File: src/rtl/alu_arbiter.sv
// Shares one combinational 32-bit ALU between two requesters with round-robin arbitration.
// Define ALU_ARB_FIXED_PRIO_EN for fixed priority (port 0 always wins contention).
module alu_arbiter (
  input  logic        clk,
  input  logic        nreset,
  input  logic        req0,
  input  logic        req1,
  input  logic [31:0] a0,
  input  logic [31:0] b0,
  input  logic [31:0] a1,
  input  logic [31:0] b1,
  input  logic [3:0]  op0,
  input  logic [3:0]  op1,
  input  logic        skip0,
  input  logic        skip1,
  output logic        gnt0,
  output logic        gnt1,
  output logic        done0,
  output logic        done1,
  output logic [31:0] y,
  output logic        bga,
  output logic        bea,
  output logic        busy
);

  localparam int unsigned DATA_W = 32;
  localparam int unsigned OP_W   = 4;

  localparam logic [OP_W-1:0] OP_OR   = OP_W'(0);
  localparam logic [OP_W-1:0] OP_AND  = OP_W'(1);
  localparam logic [OP_W-1:0] OP_XOR  = OP_W'(2);
  localparam logic [OP_W-1:0] OP_ADD  = OP_W'(3);
  localparam logic [OP_W-1:0] OP_SUB  = OP_W'(4);
  localparam logic [OP_W-1:0] OP_SHL  = OP_W'(5);
  localparam logic [OP_W-1:0] OP_SHR  = OP_W'(6);
  localparam logic [OP_W-1:0] OP_MULT = OP_W'(7);
  localparam logic [OP_W-1:0] OP_NOTA = OP_W'(8);

  typedef enum logic [1:0] {
    ST_IDLE = 2'd0,
    ST_BUSY = 2'd1,
    ST_DONE = 2'd2
  } state_t;

  typedef struct packed {
    logic [DATA_W-1:0] a;
    logic [DATA_W-1:0] b;
    logic [OP_W-1:0]   op;
    logic              skip;
  } alu_req_t;

  state_t            r_state;
  state_t            w_state_nxt;
  logic              w_issue;
  logic              w_complete;
  logic              w_win;
  alu_req_t          w_sel;
  alu_req_t          r_req;
  logic              r_owner;
  logic [DATA_W-1:0] w_alu_y;
  logic              w_bga;
  logic              w_bea;

  logic              r_gnt0;
  logic              r_gnt1;
  logic              r_done0;
  logic              r_done1;
  logic [DATA_W-1:0] r_y;
  logic              r_bga;
  logic              r_bea;
  logic              r_busy;

  // Winner select; only meaningful when at least one request is high.
`ifdef ALU_ARB_FIXED_PRIO_EN
  assign w_win = ~req0;
`else
  logic r_ptr;

  assign w_win = (req0 & req1) ? ~r_ptr : ~req0;

  // Pointer remembers the last granted port; reset value 1 lets port 0 win the first tie.
  always_ff @(posedge clk or negedge nreset) begin
    if (!nreset) begin
      r_ptr <= 1'b1;
    end else if (w_issue) begin
      r_ptr <= w_win;
    end
  end
`endif

  assign w_sel = w_win ? {a1, b1, op1, skip1} : {a0, b0, op0, skip0};

  always_ff @(posedge clk or negedge nreset) begin
    if (!nreset) begin
      r_state <= ST_IDLE;
    end else begin
      r_state <= w_state_nxt;
    end
  end

  // Next-state: arbitrate in IDLE/DONE, evaluate for one cycle in BUSY.
  always_comb begin
    w_state_nxt = r_state;
    w_issue     = 1'b0;
    w_complete  = 1'b0;
    case (r_state)
      ST_IDLE, ST_DONE: begin
        if (req0 | req1) begin
          w_issue     = 1'b1;
          w_state_nxt = ST_BUSY;
        end else begin
          w_state_nxt = ST_IDLE;
        end
      end
      ST_BUSY: begin
        w_complete  = 1'b1;
        w_state_nxt = ST_DONE;
      end
      default: begin
        w_state_nxt = ST_IDLE;
      end
    endcase
  end

  // Shared ALU driven only from the latched operand register.
  always_comb begin
    w_alu_y = '0;
    case (r_req.op)
      OP_OR:   w_alu_y = r_req.a | r_req.b;
      OP_AND:  w_alu_y = r_req.a & r_req.b;
      OP_XOR:  w_alu_y = r_req.a ^ r_req.b;
      OP_ADD:  w_alu_y = r_req.a + r_req.b;
      OP_SUB:  w_alu_y = r_req.a - r_req.b;
      OP_SHL:  w_alu_y = r_req.b[5] ? '0 : (r_req.a << r_req.b[4:0]);
      OP_SHR:  w_alu_y = r_req.b[5] ? '0 : (r_req.a >> r_req.b[4:0]);
      OP_MULT: w_alu_y = r_req.a * r_req.b;
      OP_NOTA: w_alu_y = ~r_req.a;
      default: w_alu_y = '0;
    endcase
    if (r_req.skip) begin
      w_alu_y = r_req.b;
    end
  end

  assign w_bga = (r_req.b > r_req.a);
  assign w_bea = (r_req.b == r_req.a);

  // Operand capture and owner tracking on grant.
  always_ff @(posedge clk or negedge nreset) begin
    if (!nreset) begin
      r_req   <= '0;
      r_owner <= 1'b0;
    end else if (w_issue) begin
      r_req   <= w_sel;
      r_owner <= w_win;
    end
  end

  // Registered handshake pulses and result; result holds until next completion.
  always_ff @(posedge clk or negedge nreset) begin
    if (!nreset) begin
      r_gnt0  <= 1'b0;
      r_gnt1  <= 1'b0;
      r_done0 <= 1'b0;
      r_done1 <= 1'b0;
      r_y     <= '0;
      r_bga   <= 1'b0;
      r_bea   <= 1'b0;
      r_busy  <= 1'b0;
    end else begin
      r_gnt0  <= w_issue & ~w_win;
      r_gnt1  <= w_issue & w_win;
      r_done0 <= w_complete & ~r_owner;
      r_done1 <= w_complete & r_owner;
      r_busy  <= (w_state_nxt != ST_IDLE);
      if (w_complete) begin
        r_y   <= w_alu_y;
        r_bga <= w_bga;
        r_bea <= w_bea;
      end
    end
  end

  assign gnt0  = r_gnt0;
  assign gnt1  = r_gnt1;
  assign done0 = r_done0;
  assign done1 = r_done1;
  assign y     = r_y;
  assign bga   = r_bga;
  assign bea   = r_bea;
  assign busy  = r_busy;

endmodule

File: config.mk
export PLATFORM = sky130hd
export DESIGN_NAME = alu_arbiter
export DESIGN_NICKNAME = d
export VERILOG_FILES = /design/src/rtl/alu_arbiter.sv
export SDC_FILE = /design/constraint.sdc
export NUM_CORES = 2
export LEC_CHECK = 0
export BUFFER_PORTS_ARGS = -buffer_cell sky130_fd_sc_hd__buf_2
export CAP_MARGIN = 10
export CELL_PAD_IN_SITES_DETAIL_PLACEMENT = 1
export CELL_PAD_IN_SITES_GLOBAL_PLACEMENT = 2
export CORE_ASPECT_RATIO = 0.5
export CORE_MARGIN = 10
export CORE_UTILIZATION = 35
export CTS_BUF_LIST = sky130_fd_sc_hd__clkbuf_2 sky130_fd_sc_hd__clkbuf_4 sky130_fd_sc_hd__clkbuf_8
export CTS_CLUSTER_SIZE = 40
export DETAILED_ROUTE_END_ITERATION = 7
export GPL_ROUTABILITY_DRIVEN = 0
export PLACE_DENSITY = 0.87
export SLEW_MARGIN = 20
export SYNTH_ARGS = -nofsm -noshare
export SYNTH_HDL_FRONTEND = slang
export SYNTH_SLANG_ARGS = --single-unit
File: constraint.sdc
create_clock -name clk -period 9.7 [get_ports clk]
set_input_delay 0 -clock clk [delete_from_list [all_inputs] [get_ports clk]]
set_output_delay 0 -clock clk [all_outputs]
set_load 0.03 [all_outputs]
==> flow_metrics.env <==
export IMPL_wl_per_cell_um=30.77
export IMPL_fin_setup_tns_ps=0
export IMPL_fp_dieH_um=220.7
export IMPL_outcome="finished with violations"
export IMPL_relSlewSlack=0.1496
export IMPL_fmax_mhz=118.2
export IMPL_period_needed_ps=8464
export IMPL_routed_via_density=6.182
export IMPL_critPathMaxFanout=22
export IMPL_seq_area_frac_synth=0.09948
export IMPL_synthCells=3396
export IMPL_netlist_area_leader_share=0.2912
export IMPL_rsz0062_at_grt="no"
export IMPL_fin_area_um2=31810
export IMPL_clock_path_buffers=2
export IMPL_drive_gt1_frac=0.1141
export IMPL_gr_total_overflow=0
export IMPL_cts_made_buffers=9
export IMPL_grt_max_degree=73
export IMPL_instances_no_fill=4669
export IMPL_nets=4343
export IMPL_syn_area_per_cell_um2=8.300
export IMPL_critPathCaptureType="flip-flop"
export IMPL_cts_resized=0
export IMPL_hold_viol_final=0
export IMPL_setup_viol=0
export IMPL_crit_arrival_ps=8890
export IMPL_io_pins=181
export IMPL_grt_pass1_vias=30915
export IMPL_largest_reg_flops=69
export IMPL_synth_top_flop_cell="dfrtp_1"
export IMPL_fin_crit_sh=0.8725
export IMPL_routed_wirelength_mm=143.7
export IMPL_synth_edff_count=0
export IMPL_synthArstFlopShare=1.000
export IMPL_clk_pin_slew_ps=160
export IMPL_violations="DRC"
export IMPL_drc=44
export IMPL_vias=28865
export IMPL_placedCellCount=4503
export IMPL_syn_nets=4168
export IMPL_core_rowCount=73
export IMPL_start_util=0.3539
export IMPL_grt_pass1_wl_mm=209.4
export IMPL_cts_sinks=112
export IMPL_min_path_type="in -> reg"
export IMPL_antenna_left=0
export IMPL_r2r_slack_ps=1240
export IMPL_core_area_um2=79650
export IMPL_crit_required_ps=10120
export IMPL_yosysMostFrequentCell="inv_1"
export IMPL_htreeDepth=3
export IMPL_synth_seq_cells=112
export IMPL_syn_to_final_growth_pct=12.84
export IMPL_cap_violations=0
export IMPL_dp_hpwl_mm=106.7
export IMPL_tightestPinTransition_ps=1276
export IMPL_cts_tree="built"
export IMPL_crit_type="reg -> reg"
export IMPL_clock_skew_ps=30.61
export IMPL_clock_latency_ps=530
export IMPL_drt_iter0_markers=3887
export IMPL_ys_top_cells_by_area="fa_1 29%, dfrtp_1 9.9%, ha_1 9.8%"
export IMPL_synth_largest_area_cell="fa_1"
export IMPL_die_width_um=421.3
export IMPL_placed_cell_area_um2=30130
export IMPL_ctsRootBufferMaster="clkbuf_8"
export IMPL_regMostFlops="r_req"
export IMPL_port_buffers=180
export IMPL_synth_distinct_cells=99
export IMPL_cp_start_kind="flip-flop"
export IMPL_slew_violations=0
export IMPL_fp_dieArea_um2=92970
export IMPL_yosys_top_cells_count="534 x inv_1, 500 x nor2_1, 410 x fa_1, 346 x nand2_1, 220 x ha_1"
export IMPL_antenna_found_initial=8
export IMPL_firstDrtPassIters=8
export IMPL_grt_usage=0.3020
export IMPL_yosys_warnings=0
export IMPL_syn_area_um2=28190
==> layout make-up <==
class                           count  area [um^2]
Fill cell                        9614        47840
Multi-Input combinational cell   2482        22310
Timing Repair Buffer              414         3005
Sequential cell                   112         2815
Inverter                          552         2072
Tap cell                         1087         1360
Clock buffer                        9        123.9
Clock inverter                      7        110.1
Antenna cell                        6        15.01
==> cells by family (layout without fill, tap and decap cells) <==
family / after synthesis / after routing / share of synthesized area
AND/OR/NAND/NOR: 1007 / 1007 / 0.1480
AO/OA/AOI/OAI: 647 / 647 / 0.1642
multiplexers: 96 / 96 / 0.05708
adder cells (fa/ha/maj): 630 / 630 / 0.3888
buffers and inverters: 802 / 982 / 0.1104
flip-flops: 112 / 112 / 0.09948
other: 0 / 6 / 0
XOR/XNOR: 102 / 102 / 0.03196
==> layout by cell type, fill, tap and decap left out, types with 10 or more instances in the layout <==
| cell | synthesis | layout |
|---|---|---|
| inv_1 | 534 | 532 |
| nor2_1 | 500 | 499 |
| fa_1 | 410 | 410 |
| nand2_1 | 346 | 346 |
| ha_1 | 220 | 220 |
| buf_2 | 24 | 180 |
| a21oi_1 | 162 | 162 |
| dlygate4sd3_1 | 0 | 139 |
| o21ai_0 | 106 | 106 |
| dfrtp_1 | 111 | 106 |
| buf_4 | 8 | 91 |
| xnor2_1 | 76 | 76 |
| a222oi_1 | 69 | 69 |
| mux4_2 | 51 | 51 |
| mux2i_1 | 37 | 37 |
| o22ai_1 | 35 | 35 |
| a221oi_1 | 32 | 32 |
| nor3_1 | 31 | 31 |
| nand3_1 | 28 | 28 |
| xor2_1 | 25 | 25 |
| a21o_1 | 24 | 24 |
| a211oi_1 | 23 | 22 |
| a31oi_1 | 20 | 20 |
| nand2b_1 | 21 | 20 |
| a221o_1 | 16 | 16 |
| and3_1 | 15 | 15 |
| clkinv_1 | 13 | 13 |
| o31ai_1 | 13 | 13 |
| o21bai_1 | 13 | 13 |
| a22oi_1 | 12 | 12 |
| o21a_1 | 11 | 11 |
| o21ai_1 | 12 | 11 |
| a2111oi_0 | 11 | 11 |
| o221ai_1 | 11 | 11 |
| nor2b_1 | 10 | 10 |
==> through the flow <==
step	setup slack, ps	hold slack [ps]	util
4_1_cts	1423	0.5189	0.3987
5_1_grt	1020	17.72	0.3993
2_1_floorplan	1592	-295.6	-
3_3_place_gp	1593	89.81	0.3783
3_5_place_dp	1455	95.67	0.3783
6_report	1236	29.88	0.3994
==> critical path, cell delays in order (launching register included) <==
cell and delay (ps):
dfrtp_1 510, inv_1 770, nor2_1 150, fa_1 550
fa_1 440, fa_1 520, inv_1 50, fa_1 480
inv_1 60, fa_1 510, inv_1 60, fa_1 540
inv_1 50, fa_1 380, fa_1 470, ha_1 410
a21o_1 210, a21oi_1 350, o21a_1 200, a41oi_2 60
a221oi_2 670, nor2b_2 110, o21ai_2 160, mux2i_1 240
a221oi_2 100, a221oi_2 290
==> worst paths after layout <==
path,from,end,cells after the start
setup / recovery,r_req[12],y[30],25
hold / removal,req1,r_state[0],4
setup reg to reg,r_req[12],y[30],25
hold reg to reg,r_owner,done0,1
max in group asynchronous,nreset,y[11],3
min in group asynchronous,nreset,r_req[68],2
==> routing by layer <==
| metal | track usage | routed length, um |
|---|---|---|
| met5 | 0.005045 | 80 |
| met4 | 0.1885 | 10610 |
| met3 | 0.1085 | 18970 |
| met2 | 0.4610 | 60760 |
| met1 | 0.3641 | 53270 |
==> repair_timing <==
item,CTS,global route
endpoints found under the hold margin,117,0
hold buffers,139,0
setup buffers,0,0
Power is left out: the tool's default activity adds up to more than one toggle a clock period on the data nets, which glitch-free logic cannot reach.
